==> config.mk <==
export PLATFORM = sky130hd
export DESIGN_NAME = refclk_ce_sequencer
export DESIGN_NICKNAME = d
export VERILOG_FILES = /design/src/rtl/refclk_ce_pkg.sv /design/src/rtl/refclk_ce_timer.sv /design/src/rtl/refclk_ce_sequencer.sv
export SDC_FILE = /design/constraint.sdc
export NUM_CORES = 1
export LEC_CHECK = 0
export ABC_CLOCK_PERIOD_IN_PS = 4300
export BUFFER_PORTS_ARGS = -buffer_cell sky130_fd_sc_hd__buf_4
export CORE_UTILIZATION = 55
export DETAILED_ROUTE_END_ITERATION = 16
export MAX_ROUTING_LAYER = met4
export PLACE_DENSITY = 0.77
export SLEW_MARGIN = 10
export SYNTH_ARGS = -nofsm -noshare
export SYNTH_HDL_FRONTEND = slang
export SYNTH_SLANG_ARGS = --single-unit
==> constraint.sdc <==
create_clock -name clk_int -period 4.3 [get_ports clk_int]
set_clock_uncertainty 0.1 [all_clocks]
set_input_delay 0.645 -clock clk_int [delete_from_list [all_inputs] [get_ports clk_int]]
set_output_delay 0.645 -clock clk_int [all_outputs]
set_load 0.02 [all_outputs]
==> src/rtl/refclk_ce_pkg.sv <==
// Shared types and helpers for the BUFHCE reference-clock CE sequencer.
// Holds the sequencer state encoding, counter width helper and requester default.
package refclk_ce_pkg;

  localparam int unsigned NUM_REQ_DEF = 4;

  typedef enum logic [2:0] {
    ST_RESET     = 3'd0,
    ST_STABILIZE = 3'd1,
    ST_ENABLE    = 3'd2,
    ST_RUN       = 3'd3,
    ST_GATED     = 3'd4,
    ST_WAKE      = 3'd5
  } seq_state_e;

  // Width able to hold the largest of the four timing parameters.
  function automatic int unsigned cnt_width(input int unsigned a, input int unsigned b,
                                            input int unsigned c, input int unsigned d);
    int unsigned m;
    m = a;
    if (b > m) m = b;
    if (c > m) m = c;
    if (d > m) m = d;
    return $clog2(m) + 1;
  endfunction

endpackage

==> src/rtl/refclk_ce_timer.sv <==
// Loadable saturating down-counter; done is high while the count is zero.
// load and clr both restart the count from load_val.
module refclk_ce_timer #(
  parameter int unsigned W = 8
) (
  input  logic         clk,
  input  logic         rst_n,
  input  logic         load,
  input  logic         clr,
  input  logic         dec,
  input  logic [W-1:0] load_val,
  output logic         done
);

  logic [W-1:0] cnt_q, cnt_d;

  always_comb begin
    cnt_d = cnt_q;
    if (load || clr) begin
      cnt_d = load_val;
    end else if (dec && (cnt_q != '0)) begin
      cnt_d = cnt_q - W'(1);
    end
  end

  always_ff @(posedge clk or negedge rst_n) begin
    if (!rst_n) begin
      cnt_q <= '0;
    end else begin
      cnt_q <= cnt_d;
    end
  end

  assign done = (cnt_q == '0);

endmodule

==> src/rtl/refclk_ce_sequencer.sv <==
// Power-up / clock-gating sequencer driving the CE of a BUFHCE fed from the GTE2 refclk.
// Optional idle gating of the clock is built when REFCLK_CE_IDLE_GATE_EN is defined.
module refclk_ce_sequencer
  import refclk_ce_pkg::*;
#(
  parameter int unsigned NUM_REQ         = NUM_REQ_DEF,
  parameter int unsigned STABLE_CYCLES   = 1024,
  parameter int unsigned RST_HOLD_CYCLES = 16,
  parameter int unsigned IDLE_CYCLES     = 64,
  parameter int unsigned WAKE_CYCLES     = 4
) (
  input  logic               clk_int,
  input  logic               sys_rst_n,
  input  logic               refclk_valid,
  input  logic [NUM_REQ-1:0] req,
  output logic [NUM_REQ-1:0] gnt,
  output logic               bufh_ce,
  output logic               user_rst_n,
  output logic [2:0]         seq_state,
  output logic               fault
);

  localparam int unsigned CW = cnt_width(STABLE_CYCLES, RST_HOLD_CYCLES, IDLE_CYCLES, WAKE_CYCLES);

  seq_state_e         state_q, state_d;
  logic               ce_q, ce_d;
  logic               urst_q, urst_d;
  logic [NUM_REQ-1:0] gnt_q, gnt_d;
  logic               fault_q, fault_d;

  // Shared timer for the mutually exclusive stabilize / hold / wake phases.
  logic          t_load, t_clr, t_dec, t_done;
  logic [CW-1:0] t_val;

  refclk_ce_timer #(.W(CW)) u_seq_timer (
    .clk      (clk_int),
    .rst_n    (sys_rst_n),
    .load     (t_load),
    .clr      (t_clr),
    .dec      (t_dec),
    .load_val (t_val),
    .done     (t_done)
  );

`ifdef REFCLK_CE_IDLE_GATE_EN
  logic i_load, i_dec, i_done;

  refclk_ce_timer #(.W(CW)) u_idle_timer (
    .clk      (clk_int),
    .rst_n    (sys_rst_n),
    .load     (i_load),
    .clr      (1'b0),
    .dec      (i_dec),
    .load_val (CW'(IDLE_CYCLES)),
    .done     (i_done)
  );
`endif

  always_comb begin
    state_d = state_q;
    ce_d    = ce_q;
    urst_d  = urst_q;
    gnt_d   = '0;
    fault_d = fault_q;
    t_load  = 1'b0;
    t_clr   = 1'b0;
    t_dec   = 1'b0;
    t_val   = CW'(STABLE_CYCLES - 1);
`ifdef REFCLK_CE_IDLE_GATE_EN
    i_load  = 1'b0;
    i_dec   = 1'b0;
`endif

    case (state_q)
      ST_RESET: begin
        state_d = ST_STABILIZE;
        ce_d    = 1'b0;
        urst_d  = 1'b0;
        t_load  = 1'b1;
      end
      ST_STABILIZE: begin
        t_clr = ~refclk_valid;
        if (refclk_valid && t_done) begin
          state_d = ST_ENABLE;
          ce_d    = 1'b1;
          t_load  = 1'b1;
          t_val   = CW'(RST_HOLD_CYCLES - 1);
        end else if (refclk_valid) begin
          t_dec = 1'b1;
        end
      end
      ST_ENABLE: begin
        if (t_done) begin
          state_d = ST_RUN;
          urst_d  = 1'b1;
`ifdef REFCLK_CE_IDLE_GATE_EN
          i_load  = 1'b1;
`endif
        end else begin
          t_dec = 1'b1;
        end
      end
      ST_RUN: begin
`ifdef REFCLK_CE_IDLE_GATE_EN
        // Expiry is decided on the registered count, so a req in this cycle still gates.
        if (i_done) begin
          state_d = ST_GATED;
          ce_d    = 1'b0;
        end else begin
          gnt_d = req;
          if (|req) i_load = 1'b1;
          else      i_dec  = 1'b1;
        end
`else
        gnt_d = req;
`endif
      end
      ST_GATED: begin
        if (|req) begin
          state_d = ST_WAKE;
          ce_d    = 1'b1;
          t_load  = 1'b1;
          t_val   = CW'(WAKE_CYCLES - 1);
        end
      end
      ST_WAKE: begin
        if (t_done) begin
          state_d = ST_RUN;
`ifdef REFCLK_CE_IDLE_GATE_EN
          i_load  = 1'b1;
`endif
        end else begin
          t_dec = 1'b1;
        end
      end
      default: begin
        state_d = ST_RESET;
        ce_d    = 1'b0;
        urst_d  = 1'b0;
      end
    endcase

    // Refclk loss overrides every other transition once CE has been enabled.
    if (!refclk_valid && (state_q inside {ST_ENABLE, ST_RUN, ST_GATED, ST_WAKE})) begin
      state_d = ST_STABILIZE;
      ce_d    = 1'b0;
      urst_d  = 1'b0;
      gnt_d   = '0;
      fault_d = 1'b1;
      t_load  = 1'b1;
      t_clr   = 1'b0;
      t_dec   = 1'b0;
      t_val   = CW'(STABLE_CYCLES - 1);
`ifdef REFCLK_CE_IDLE_GATE_EN
      i_load  = 1'b0;
      i_dec   = 1'b0;
`endif
    end
  end

  always_ff @(posedge clk_int or negedge sys_rst_n) begin
    if (!sys_rst_n) begin
      state_q <= ST_RESET;
      ce_q    <= 1'b0;
      urst_q  <= 1'b0;
      gnt_q   <= '0;
      fault_q <= 1'b0;
    end else begin
      state_q <= state_d;
      ce_q    <= ce_d;
      urst_q  <= urst_d;
      gnt_q   <= gnt_d;
      fault_q <= fault_d;
    end
  end

  assign gnt        = gnt_q;
  assign bufh_ce    = ce_q;
  assign user_rst_n = urst_q;
  assign seq_state  = state_q;
  assign fault      = fault_q;

endmodule

## Word-level counts from Yosys, hierarchy flattened

Index checks and enable logic that the tools add are counted.

| storage, ports and cells | value |
|---|---|
| bits in registers | 21 |
| input bits | 7 |
| logic and storage cells | 68 |

| cells by class | value |
|---|---|
| add/sub/neg operators | 1 |
| eq/ne operators | 12 |
| multiplexer cells | 31 |
| bitwise operators | 1 |
| reduce and logical (&&, ||, !) cells | 17 |

Operator list:

| operator | number |
|---|---|
| $mux 11 | 3 |
| $mux 10 | 2 |
| $pmux 10 s2 | 1 |
| $pmux 3 s5 | 1 |
| $mux 1 | 14 |
| $mux 3 | 4 |
| $logic_not 11->1 | 1 |
| $reduce_bool 11->1 | 1 |
| $sub 11x1->11 const B | 1 |
| $mux 4 | 2 |
| $reduce_or 4->1 | 2 |
| $eq 3x2->1 const B | 2 |
| $eq 3x3->1 const B | 2 |
| $ne 2x1->1 const B | 3 |
| $ne 3x2->1 const B | 2 |
| $pmux 1 s3 | 2 |
| $pmux 1 s2 | 2 |
| $reduce_and 4->1 | 1 |
| $reduce_bool 4->1 | 1 |
| $eq 3x1->1 const B | 1 |
| $logic_and 1x1->1 | 3 |
| $logic_not 3->1 | 1 |
| $ne 3x1->1 const B | 1 |
| $ne 3x3->1 const B | 1 |
| 8 further kinds | 8 |

## Logic depth before layout (Yosys ltp)

Gate-level depths: netlist (run 1).

| logic depth | value |
|---|---|
| word-level depth | 8 |
| depth in mapped cells | 8 |
| mapped depth without buffers | 7 |

## Hierarchy

A second synthesis (run 1) with hierarchy kept.

| unflattened totals | value |
|---|---|
| cells, all modules | 139 |
| area, all modules | 1255.0 um^2 |

By module, submodules not included:

| module | instances | cells an instance | area each (um^2) |
|---|---|---|---|
| refclk_ce_timer | 1 | 76 | 660.6 |
| refclk_ce_sequencer | 1 | 63 | 594.3 |

## Worst setup path after synthesis (run 1)

No wires, ideal clock.

| timing path | value |
|---|---|
| path type | flip-flop to flip-flop |
| from | reg u_seq_timer.cnt_q[0] |
| to | reg u_seq_timer.cnt_q[6] |
| setup time | 0.096 ns |
| arrival | 2.209 ns |
| data required time | 4.104 ns |
| slack | 1.896 ns |
| stages on the path, launching flop included | 9 |
| path buffers | 1 |
| period minus slack after synthesis | 2.404 ns |
| cells stage by stage | dfrtp_1 > inv_1 > ha_1 > or3b_2 > or4_4 > buf_6 > o211ai_4 > a21oi_1 > a311oi_2 |

| between the ends | value |
|---|---|
| cells in the longest elaborated chain, start to end | 7 |
| elaborated cells between the ends (all ways) | 19 |

Ends and longest elaborated chain:

| what | line | source |
|---|---|---|
| start: declaration | refclk_ce_timer.sv:15 | `logic [W-1:0] cnt_q, cnt_d;` |
| start signal: assignment | refclk_ce_timer.sv:30 | `cnt_q <= cnt_d;` |
| $logic_not 11->1 | refclk_ce_timer.sv:34 | `assign done = (cnt_q == '0);` |
| $logic_and 1x1->1 | refclk_ce_sequencer.sv:83 | `if (refclk_valid && t_done) begin` |
| $mux 1 | refclk_ce_sequencer.sv:83 |  |
| $pmux 1 s3 or $pmux 1 s2 (tied branches) | refclk_ce_sequencer.sv:74 | `case (state_q)` |
| $mux 1 | refclk_ce_sequencer.sv:144 | `if (!refclk_valid && (state_q inside {ST_ENABLE, ST_RUN, ST_GATED, ST_WAKE})) begin` |
| $logic_or 1x1->1 or $logic_and 1x1->1 (tied branches) | refclk_ce_timer.sv:19, refclk_ce_timer.sv:21 |  |
| $mux 11 or $reduce_bool 2->1 (tied branches) | n/a |  |

Several ways; a longest one is shown, not always the timed one. The select of a mux whose other input is x is not followed.
A chain may end at the register's enable or synchronous reset.

## Worst setup path after layout (run 1)

| timing path | value |
|---|---|
| from | reg u_seq_timer.cnt_q[0] |
| to | reg u_seq_timer.cnt_q[9] |

The elaborated chain is that of the path after synthesis.

==> impl_metrics.json, run 1 <==
{
  "status": "complete, no violations",
  "cts_setup_buffers": 0,
  "cp.arrival_ns": 2.70,
  "yosys.area_share.simple_pct": 24.90,
  "final_antenna_net_count": 0,
  "route.detailed.drc": 0,
  "initial_core_util_pct": 58.37,
  "track_usage_pct": 25.41,
  "insertion_delay_ns": 0.31,
  "end_kind": "flop",
  "drv_cap": 0,
  "cp.required_ns": 4.40,
  "drt_iter0_drc": 22,
  "ios": 17,
  "cts_tree": "built",
  "power_frac_seq_pct": 60.9,
  "power.total_mw": 0.3471,
  "startpoint_type": "flop",
  "r2r_start": "u_seq_timer.cnt_q[0]",
  "wl_um": 2719,
  "stdcell_area_um2": 1424,
  "syn_area_per_cell_um2": 9.565,
  "rsz0062_at_grt": "false",
  "whs_ns": 0.09346,
  "grt_max_degree": 22,
  "synth_compound_area_share_pct": 24.61,
  "fin_crit_ns": 2.598,
  "tns_ns": 0,
  "netlist_area_um2": 1291,
  "synth_edf_count": 0,
  "cp_max_fo": 16,
  "drive_gt1_share_pct": 25.00,
  "syn_inst": 135,
  "final_nets": 157,
  "drt-vias-per-instance": 6.142,
  "via_count": 1081,
  "maxSlewHeadroom_pct": 58.75,
  "core_um2": 2212,
  "vdd_drop_max_mv": 0.1346,
  "p_int_mw": 0.2562,
  "slew_viol_final": 0,
  "grt_pass1_wl_um": 4692,
  "path_clk_slew_ns": 0.12,
  "wl_per_cell_um": 15.45,
  "area_delta_synth_final_pct": 10.27,
  "die_h_um": 50.46,
  "switching_share_pct": 26.20,
  "fin_ws_ns": 1.702,
  "dpl.hpwl_um": 1909,
  "dpl-instance-area_um2": 1398,
  "p_switching_mw": 0.09094,
  "ys.flop_type": "dfrtp_1",
  "ctsHoldBuffers": 0,
  "crit_start": "u_seq_timer.cnt_q[0]",
  "port_buffers": 16,
  "yosysSeqAreaShare_pct": 40.70,
  "synth_fa_ha_area_share_pct": 0.9690,
  "synth_mux_area_share_pct": 0,
  "dp_slack_ns": 1.649,
  "hold_viol": 0,
  "cts_resized": 0,
  "ctsHtreeMaxLevel": 1,
  "worst_hold_path_type": "in -> async",
  "dr.pass1.iters": 4,
  "tightest_slew_ns": 0.6136,
  "rows": 17,
  "root_buffer": "clkbuf_4",
  "yosysWarnings": 0,
  "async_reset_ff_share_pct": 100.0,
  "clkSinkCount": 21,
  "p_leak_nw": 0.5934,
  "synth_top_family_by_area": "simple AND/OR/NAND/NOR gates",
  "die_width_um": 50.46,
  "yosys_register_bits": 21,
  "die_area_um2": 2546,
  "synthXorXnorAreaFrac_pct": 2.713,
  "antenna_found_initial": 0,
  "clkPwrFrac_pct": 28.1,
  "mostFrequentLayoutCells": "dfrtp_1 (21), buf_4 (17), nand2_1 (13)",
  "grt_pass1_vias": 1058,
  "syn-num-nets": 143,
  "final_common_cell": "dfrtp_1",
  "comb_power_share_pct": 11.0,
  "p_per_area_nw_per_um2": 243.8,
  "setup_violations": 0,
  "gp_congestion": 0.8407,
  "antenna_cells": 0,
  "clock_path_buffers": 2,
  "max_freq_mhz": 385.0,
  "nFillCells": 188,
  "overflow": 0,
  "path_class": "reg -> reg",
  "synth.distinct_cells": 47,
  "period_share_pct": 60.41,
  "numCtsBuffers": 3
}
-- stage by stage --
stage / instances / utilization (%)
global route: 176 / 64.37
floorplan: 135 / -
detailed placement: 172 / 63.18
finish: 176 / 64.37
CTS: 176 / 64.37
global placement: 172 / 63.18
-- synth_stat cells, types with 2 or more instances --
cell	instances	share of area, %
a211oi_1	2	1.2
a21o_1	3	1.7
a21oi_1	9	3.5
a22o_1	2	1.4
a311oi_1	2	1.4
and2_1	5	2.4
buf_6	2	1.7
clkbuf_1	4	1.2
dfrtp_1	21	41
inv_1	6	1.7
nand2_1	13	3.8
nand3_1	5	1.9
nor2_1	7	2.0
nor3_1	7	2.7
nor3b_1	2	1.2
nor4_1	2	0.97
nor4_2	2	1.9
o211ai_1	2	1.2
o21a_1	3	1.7
o21ai_0	2	0.78
o31ai_1	2	1.2
or2_2	2	0.97
or3b_2	3	2.0
or4_4	2	1.7
xor2_1	3	2.0
-- registers in the layout, indices dropped and copies added (netlist names) --
| register | flops |
|---|---|
| u_seq_timer.cnt_q | 11 |
| gnt | 4 |
| seq_state | 3 |
| bufh_ce | 1 |
| fault | 1 |
| user_rst_n | 1 |
-- worst paths after layout --
kind	to	slack [ns]	depth (start not counted)
max	u_seq_timer.cnt_q[9]	1.70	8
min	gnt[0]	0.09	1
max reg2reg	u_seq_timer.cnt_q[9]	1.70	8
min reg2reg	fault	0.38	1
max in group asynchronous	u_seq_timer.cnt_q[1]	3.79	1
min in group clk_int	fault	0.38	1
-- critical path: stages (launching register included) --
cell and delay, ns:
dfrtp_1 0.40, inv_1 0.09, ha_1 0.18, or3b_2 0.50
nor4_2 0.31, a211oi_2 0.12, buf_4 0.22, a22o_1 0.22
a221o_1 0.35
-- kinds of logic after synthesis --
logic type,Yosys count
buffers and inverters,14
XOR/XNOR,4
AO/OA/AOI/OAI,40
flip-flops,21
AND/OR/NAND/NOR,55
adder cells (fa/ha/maj),1
-- final cells by class --
class,instances,area (um2),area share (%)
Multi-Input combinational cell,100,686.9,48.24
Tap cell,28,35.03,2.460
Sequential cell,21,525.5,36.91
Clock buffer,4,26.28,1.845
Timing Repair Buffer,17,127.6,8.963
Inverter,6,22.52,1.582
-- metal layers --
| metal | part of all wire, % | GRT usage (%) | up-vias |
|---|---|---|---|
| met3 | 3.5 | 3.939 | 5 |
| li1 | - | - | 531 |
| met5 | 0 | - | - |
| met4 | 1.7 | 12.04 | 0 |
| met2 | 47 | 38.67 | 27 |
| met1 | 48 | 33.14 | 518 |
-- power by group through the flow --
stage	clock network, mW	registers, mW	logic [mW]
after CTS	0.0985	0.211	0.0384
after floorplan	0	0.213	0.0254
after detailed placement	0	0.215	0.0382
final	0.0976	0.211	0.0381
after global placement	0	0.215	0.0367
after global routing	0.107	0.213	0.0426
No activity file was read; power rests on OpenSTA's default activity.
==> run 2: changes to the inputs <==
--- a/config.mk
+++ b/config.mk
@@ -5,12 +5,12 @@
 export SDC_FILE = /design/constraint.sdc
 export NUM_CORES = 1
 export LEC_CHECK = 0
-export ABC_CLOCK_PERIOD_IN_PS = 4300
+export ABC_CLOCK_PERIOD_IN_PS = 2300
 export BUFFER_PORTS_ARGS = -buffer_cell sky130_fd_sc_hd__buf_4
-export CORE_UTILIZATION = 55
+export CORE_UTILIZATION = 51
 export DETAILED_ROUTE_END_ITERATION = 16
 export MAX_ROUTING_LAYER = met4
-export PLACE_DENSITY = 0.77
+export PLACE_DENSITY = 0.75
 export SLEW_MARGIN = 10
 export SYNTH_ARGS = -nofsm -noshare
 export SYNTH_HDL_FRONTEND = slang
==> constraint.sdc (replaced) <==
create_clock -name clk_int -period 2.3 [get_ports clk_int]
set_clock_uncertainty 0.1 [all_clocks]
set_input_delay 0.345 -clock clk_int [delete_from_list [all_inputs] [get_ports clk_int]]
set_output_delay 0.345 -clock clk_int [all_outputs]
set_load 0.02 [all_outputs]
==> run 2 against run 1 <==
Compared with the run above: the run now ends with setup timing left; cell count rose by 18%; cell area is 21% higher; highest routed layer unchanged; sequential power increased by 84%; global-route usage is 3.9 points higher; total power up 100%; critical endpoint unchanged; largest power group unchanged; critical path type unchanged.
==> impl_metrics.json, run 2 (synthesis results as in run 1) <==
{
  "status": "finished with violations",
  "final_nets": 189,
  "final_common_cell": "buf_4",
  "slew_viol_final": 0,
  "r2r_start": "u_seq_timer.cnt_q[7]",
  "largest_register": "u_seq_timer.cnt_q",
  "port_buffers": 16,
  "path_cells": "or4_4 -> buf_6 -> nor4_4 -> a211oi_4 -> a22o_1 -> a221o_1",
  "final_antenna_net_count": 0,
  "drt_iter0_drc": 68,
  "die_h_um": 52.32,
  "p_per_area_nw_per_um2": 404.6,
  "p_switching_mw": 0.1883,
  "fin_ws_ns": -0.04352,
  "dpl.hpwl_um": 2467,
  "antenna_found_initial": 0,
  "path_class": "reg -> reg",
  "switching_share_pct": 27.03,
  "power.total_mw": 0.6966,
  "period_share_pct": 101.9,
  "cp.arrival_ns": 2.45,
  "track_usage_pct": 29.30,
  "drive_gt1_share_pct": 41.11,
  "end_kind": "flop",
  "cts_tree": "built",
  "largest_register_ffs": 11,
  "via_count": 1261,
  "die_area_um2": 2737,
  "overflow": 0,
  "route.detailed.drc": 0,
  "numCtsBuffers": 3,
  "comb_power_share_pct": 17.4,
  "root_buffer": "clkbuf_4",
  "path_clk_slew_ns": 0.12,
  "mostFrequentLayoutCells": "buf_4 (45), dfrtp_1 (21), nand2_1 (13)",
  "grt_pass1_vias": 1203,
  "tightest_slew_ns": 0.6486,
  "insertion_delay_ns": 0.31,
  "startpoint_type": "flop",
  "vdd_drop_max_mv": 0.3658,
  "power_frac_seq_pct": 55.8,
  "wl_um": 3434,
  "critical-path-max-stage-delay_ns": 0.55,
  "gp_congestion": 0.9641,
  "worst_hold_path_type": "in -> reg",
  "initial_core_util_pct": 56.21,
  "reg2reg_slack_ns": -0.04,
  "crit_path_end": "u_seq_timer.cnt_q[9]",
  "fin_crit_ns": 2.344,
  "met2_usage_pct": 46.20,
  "p_int_mw": 0.5083,
  "dr.pass1.iters": 4,
  "slowest_stage": "or4_4",
  "setup_violations": 4,
  "antenna_cells": 0,
  "clock_path_buffers": 2,
  "die_width_um": 52.32,
  "rsz0062_at_grt": "true",
  "r2r_cells": 6,
  "cp.required_ns": 2.41,
  "grt_pass1_wl_um": 5520,
  "drv_cap": 0,
  "use_met3_pct": 6.957,
  "grt_max_degree": 22,
  "timing.rr.end": "u_seq_timer.cnt_q[9]",
  "ctsHtreeMaxLevel": 1,
  "area_delta_synth_final_pct": 33.33,
  "drt-vias-per-instance": 6.063,
  "violations": "setup timing",
  "ios": 17,
  "tns_ns": -0.1441,
  "rows": 17,
  "crit_start": "u_seq_timer.cnt_q[7]",
  "clkSinkCount": 21,
  "max_freq_mhz": 426.7,
  "clkPwrFrac_pct": 26.8,
  "core_um2": 2297,
  "maxSlewHeadroom_pct": 56.50,
  "busiest_layer": "met2",
  "dpl-instance-area_um2": 1610,
  "cp_max_fo": 5,
  "wl_per_cell_um": 16.51,
  "p_leak_nw": 0.7691,
  "stdcell_area_um2": 1722,
  "hold_viol": 0,
  "grt_use_met1_pct": 36.30
}
-- run 2: changes by cell type in the layout (fill, tap and decap cells not counted), moves of 2 or more --
cell,delta
a21oi_2,+2
inv_2,+2
buf_4,+28
a21oi_1,-2
buf_6,+3
inv_1,-2
-- run 2: what timing repair did --
action	in CTS	in global routing
resized for setup	6	6
hold buffers	1	0
pin swaps	5	5
hold endpoints to repair	21	0
setup endpoints to repair	6	8
buffers inserted	3	0
-- run 2: metrics by stage --
stage	hold WS, ns	std cells	worst slack, ns	util (%)
final	0.1493	208	-0.04352	74.95
after global routing	0.1378	208	-0.1329	74.95
after CTS	0.1443	208	-0.03705	73.75
after detailed placement	0.1498	200	-0.1096	70.10
after global placement	0.1445	200	-0.006072	70.10
after floorplan	-0.05059	135	0.002711	-
-- run 2: how the worst min path moves through the flow --
stage               startpoint       to  slack, ns  depth (start not counted)
floorplan            sys_rst_n  bufh_ce      -0.05                          0
global placement     sys_rst_n   gnt[1]       0.14                          1
detailed placement   sys_rst_n   gnt[1]       0.15                          1
CTS                     req[1]   gnt[1]       0.14                          2
global route            req[1]   gnt[1]       0.14                          2
finish                  req[1]   gnt[1]       0.15                          2
-- run 2: power groups by stage --
stage | clock network, mW | registers [mW] | logic (mW)
floorplan | 0 | 0.398 | 0.0476
global placement | 0 | 0.395 | 0.104
detailed placement | 0 | 0.395 | 0.109
CTS | 0.191 | 0.388 | 0.117
global route | 0.208 | 0.389 | 0.130
finish | 0.186 | 0.389 | 0.121
-- run 2: area by class of cell --
| class | count | area, um2 |
|---|---|---|
| multi-input cells | 100 | 730.7 |
| clock buffers | 4 | 26.28 |
| well taps | 28 | 35.03 |
| flip-flops and latches | 21 | 525.5 |
| repair buffers | 49 | 381.6 |
| fillers | 163 | 575.6 |
| inverters | 6 | 22.52 |
-- run 2: per-layer routing --
metal / vias to the layer above / part of all wire, %
met5: - / 0
met4: 0 / 3.0
met3: 15 / 7.7
met2: 70 / 48
met1: 588 / 41
li1: 588 / -
-- run 2: worst max-delay path, delay by kind of cell (launching register included) --
| kind | cells | cell delay (ns) |
|---|---|---|
| AOI/OAI and AO/OA | 3 | 0.69 |
| buffers and inverters | 1 | 0.15 |
| DFF | 1 | 0.40 |
| and+or+nand+nor | 2 | 0.90 |
==> run 3: changes to the inputs <==
--- a/config.mk
+++ b/config.mk
@@ -5,13 +5,17 @@
 export SDC_FILE = /design/constraint.sdc
 export NUM_CORES = 1
 export LEC_CHECK = 0
+export ABC_AREA = 0
 export ABC_CLOCK_PERIOD_IN_PS = 2300
 export BUFFER_PORTS_ARGS = -buffer_cell sky130_fd_sc_hd__buf_4
-export CORE_UTILIZATION = 51
+export CELL_PAD_IN_SITES_DETAIL_PLACEMENT = 1
+export CELL_PAD_IN_SITES_GLOBAL_PLACEMENT = 1
+export CORE_UTILIZATION = 38
 export DETAILED_ROUTE_END_ITERATION = 16
 export MAX_ROUTING_LAYER = met4
-export PLACE_DENSITY = 0.75
+export PLACE_DENSITY_LB_ADDON = 0.1
 export SLEW_MARGIN = 10
 export SYNTH_ARGS = -nofsm -noshare
 export SYNTH_HDL_FRONTEND = slang
+export SYNTH_HIERARCHICAL = 1
 export SYNTH_SLANG_ARGS = --single-unit
==> run 3 against run 2 <==
Compared with the run above: the flow now finishes without violations; register-to-register slack better by 0.08 ns; die area is 29% higher; setup slack better by 0.078 ns; sequential share of layout area is 0.37 points higher; maximum frequency is 3.4% higher; routed wire length is 5.5% higher; first-iteration DRC count is 65% lower; critical path depth is 4 higher; total power is 2.8% lower; count of clock-buffer cells in the layout stayed put; clock power hardly changed; utilization is 20 points lower; largest cell class unchanged; largest power group unchanged.
==> impl_metrics.json, run 3 <==
{
  "status": "complete, no violations",
  "wl_um": 3623,
  "drt-vias-per-instance": 5.457,
  "clock_path_buffers": 2,
  "grt_pass1_wl_um": 6078,
  "netlist_area_um2": 1255,
  "insertion_delay_ns": 0.31,
  "cp.required_ns": 2.46,
  "die_area_um2": 3536,
  "ctsHtreeMaxLevel": 1,
  "gp_congestion": 0.7810,
  "yosys_register_bits": 21,
  "place_inst": 206,
  "track_usage_pct": 23.65,
  "via_count": 1217,
  "nFillCells": 391,
  "hold_viol": 0,
  "final_nets": 188,
  "period_share_pct": 98.51,
  "fin_crit_ns": 2.266,
  "fin_util_pct": 55.08,
  "rsz0062_at_grt": "true",
  "max_freq_mhz": 441.4,
  "synth_most_common_cell": "dfrtp_1",
  "final_cells": 223,
  "startpoint_type": "flop",
  "dr.pass1.iters": 4,
  "mostFrequentLayoutCells": "buf_4 (39), dfrtp_1 (19), nand2_1 (12), nor2_1 (12), o21ai_0 (6)",
  "yosysSeqAreaShare_pct": 41.87,
  "cts_tree": "built",
  "die_width_um": 59.47,
  "yosys-top-cells-count": "dfrtp_1 (21), nor2_1 (13), nand2_1 (12)",
  "worst_hold_path_type": "in -> reg",
  "p_leak_nw": 0.7259,
  "final_antenna_net_count": 0,
  "drive_gt1_share_pct": 42.46,
  "area_delta_synth_final_pct": 36.19,
  "path_class": "reg -> reg",
  "synth_top_cell_area_share_pct": 41.87,
  "synth.distinct_cells": 55,
  "slew_viol_final": 0,
  "whs_ns": 0.1589,
  "synth_top_cell_by_area": "dfrtp_1",
  "dpl.hpwl_um": 2461,
  "yosysWarnings": 6,
  "vdd_drop_max_mv": 0.2007,
  "cp_max_fo": 4,
  "syn_area_per_cell_um2": 9.028,
  "largest_register_ffs": 11,
  "reg2reg_slack_ns": 0.03,
  "syn_inst": 139,
  "port_buffers": 16,
  "dpl-instance-area_um2": 1506,
  "root_buffer": "clkbuf_4",
  "async_reset_ff_share_pct": 100.0,
  "end_kind": "flop",
  "synth.area.top_cells": "dfrtp_1 (42%), nor2_1 (3.9%), nand2_1 (3.6%)",
  "clkSinkCount": 21,
  "synth_edf_count": 0,
  "p_per_area_nw_per_um2": 396.3,
  "core_um2": 3103,
  "numCtsBuffers": 3,
  "grt_pass1_vias": 1204,
  "drv_cap": 0,
  "stdcell_area_um2": 1709,
  "setup_violations": 0,
  "ys.flop_type": "dfrtp_1",
  "cp.arrival_ns": 2.42,
  "largest_register": "u_seq_timer/cnt_q",
  "rows": 20,
  "path_clk_slew_ns": 0.13,
  "grt_max_degree": 22,
  "drt_iter0_drc": 24,
  "route.detailed.drc": 0,
  "final_common_cell": "buf_4",
  "antenna_cells": 0,
  "overflow": 0,
  "wl_per_cell_um": 16.25,
  "antenna_found_initial": 0,
  "initial_core_util_pct": 40.44,
  "die_h_um": 59.47,
  "ios": 17
}
-- run 3: cell count changes after synthesis, sizes merged, moves of 4 or more --
cell	previous run	this run
nor3	7	2
nor2	7	15
a31oi	0	5
a21oi	9	5
o21ai	2	9
nand2b	0	4
-- run 3: metal layers --
metal / global-route usage (%) / vias up / wire [um]
met3: 2.620 / 4 / 50
met1: 30.45 / 622 / 1716
met5: - / - / 0
met4: 7.143 / 0 / 28
li1: - / 579 / -
met2: 38.84 / 12 / 1827
-- run 3: worst max-delay path, cell delays in order, from the launching register on --
cell and delay, ns:
dfrtp_1 0.38, inv_2 0.05, ha_4 0.15, nor3b_4 0.15
nand3_2 0.09, inv_2 0.05, and3b_2 0.23, nand3b_1 0.14
or3_4 0.36, or4_1 0.40, nand3_1 0.10
-- run 3: through the flow --
step	power, mW	setup slack, ns	setup TNS (ns)
final	0.6773	0.03425	0
after global routing	0.7126	-0.06599	-0.09491
after CTS	0.6668	-0.05665	-0.05665
after detailed placement	0.4705	-0.08111	-0.1494
after global placement	0.4674	0.07073	0
after floorplan	0.4333	-0.1612	-0.2320
-- run 3: worst paths after layout --
path                                      start                   end  cells after the start
max in group asynchronous             sys_rst_n  u_seq_timer/cnt_q[3]                      2
max                        u_seq_timer/cnt_q[1]  u_seq_timer/cnt_q[6]                     10
max reg2reg                u_seq_timer/cnt_q[1]  u_seq_timer/cnt_q[6]                     10
min reg2reg                               fault                 fault                      1
min                                      req[1]                gnt[1]                      2
min in group asynchronous             sys_rst_n  u_seq_timer/cnt_q[6]                      2
-- run 3: repair_timing --
item,4_1_cts,5_1_grt
buffers inserted,9,3
endpoints found under the hold margin,21,0
setup endpoints to repair,10,11
gates resized for setup,4,16
pin swaps,7,11
gates cloned,0,1
hold buffers,1,0
-- run 3: kinds of logic (layout without fill, tap and decap cells) --
logic type | count (synthesis) | after routing | synth area share [%]
AO/OA/AOI/OAI | 38 | 38 | 21.14
other | 2 | 3 | 0.5984
AND/OR/NAND/NOR | 64 | 64 | 29.81
flip-flops | 21 | 21 | 41.87
buffers and inverters | 12 | 51 | 4.885
adder cells (fa/ha/maj) | 1 | 1 | 0.9968
XOR/XNOR | 1 | 1 | 0.6980
-- run 3: layout make-up --
cell class	count	area [um2]	area share (%)
multi-input combinational	107	762.0	44.58
sequential	21	528.0	30.89
timing repair buffer	42	319.1	18.67
tap	44	55.05	3.221
clock buffer	4	26.28	1.537
inverter	5	18.77	1.098
-- run 3: power by group --
group	internal (mW)	switching [mW]
Sequential	0.379	0.0107
Clock	0.0677	0.121
Combinational	0.0473	0.0515
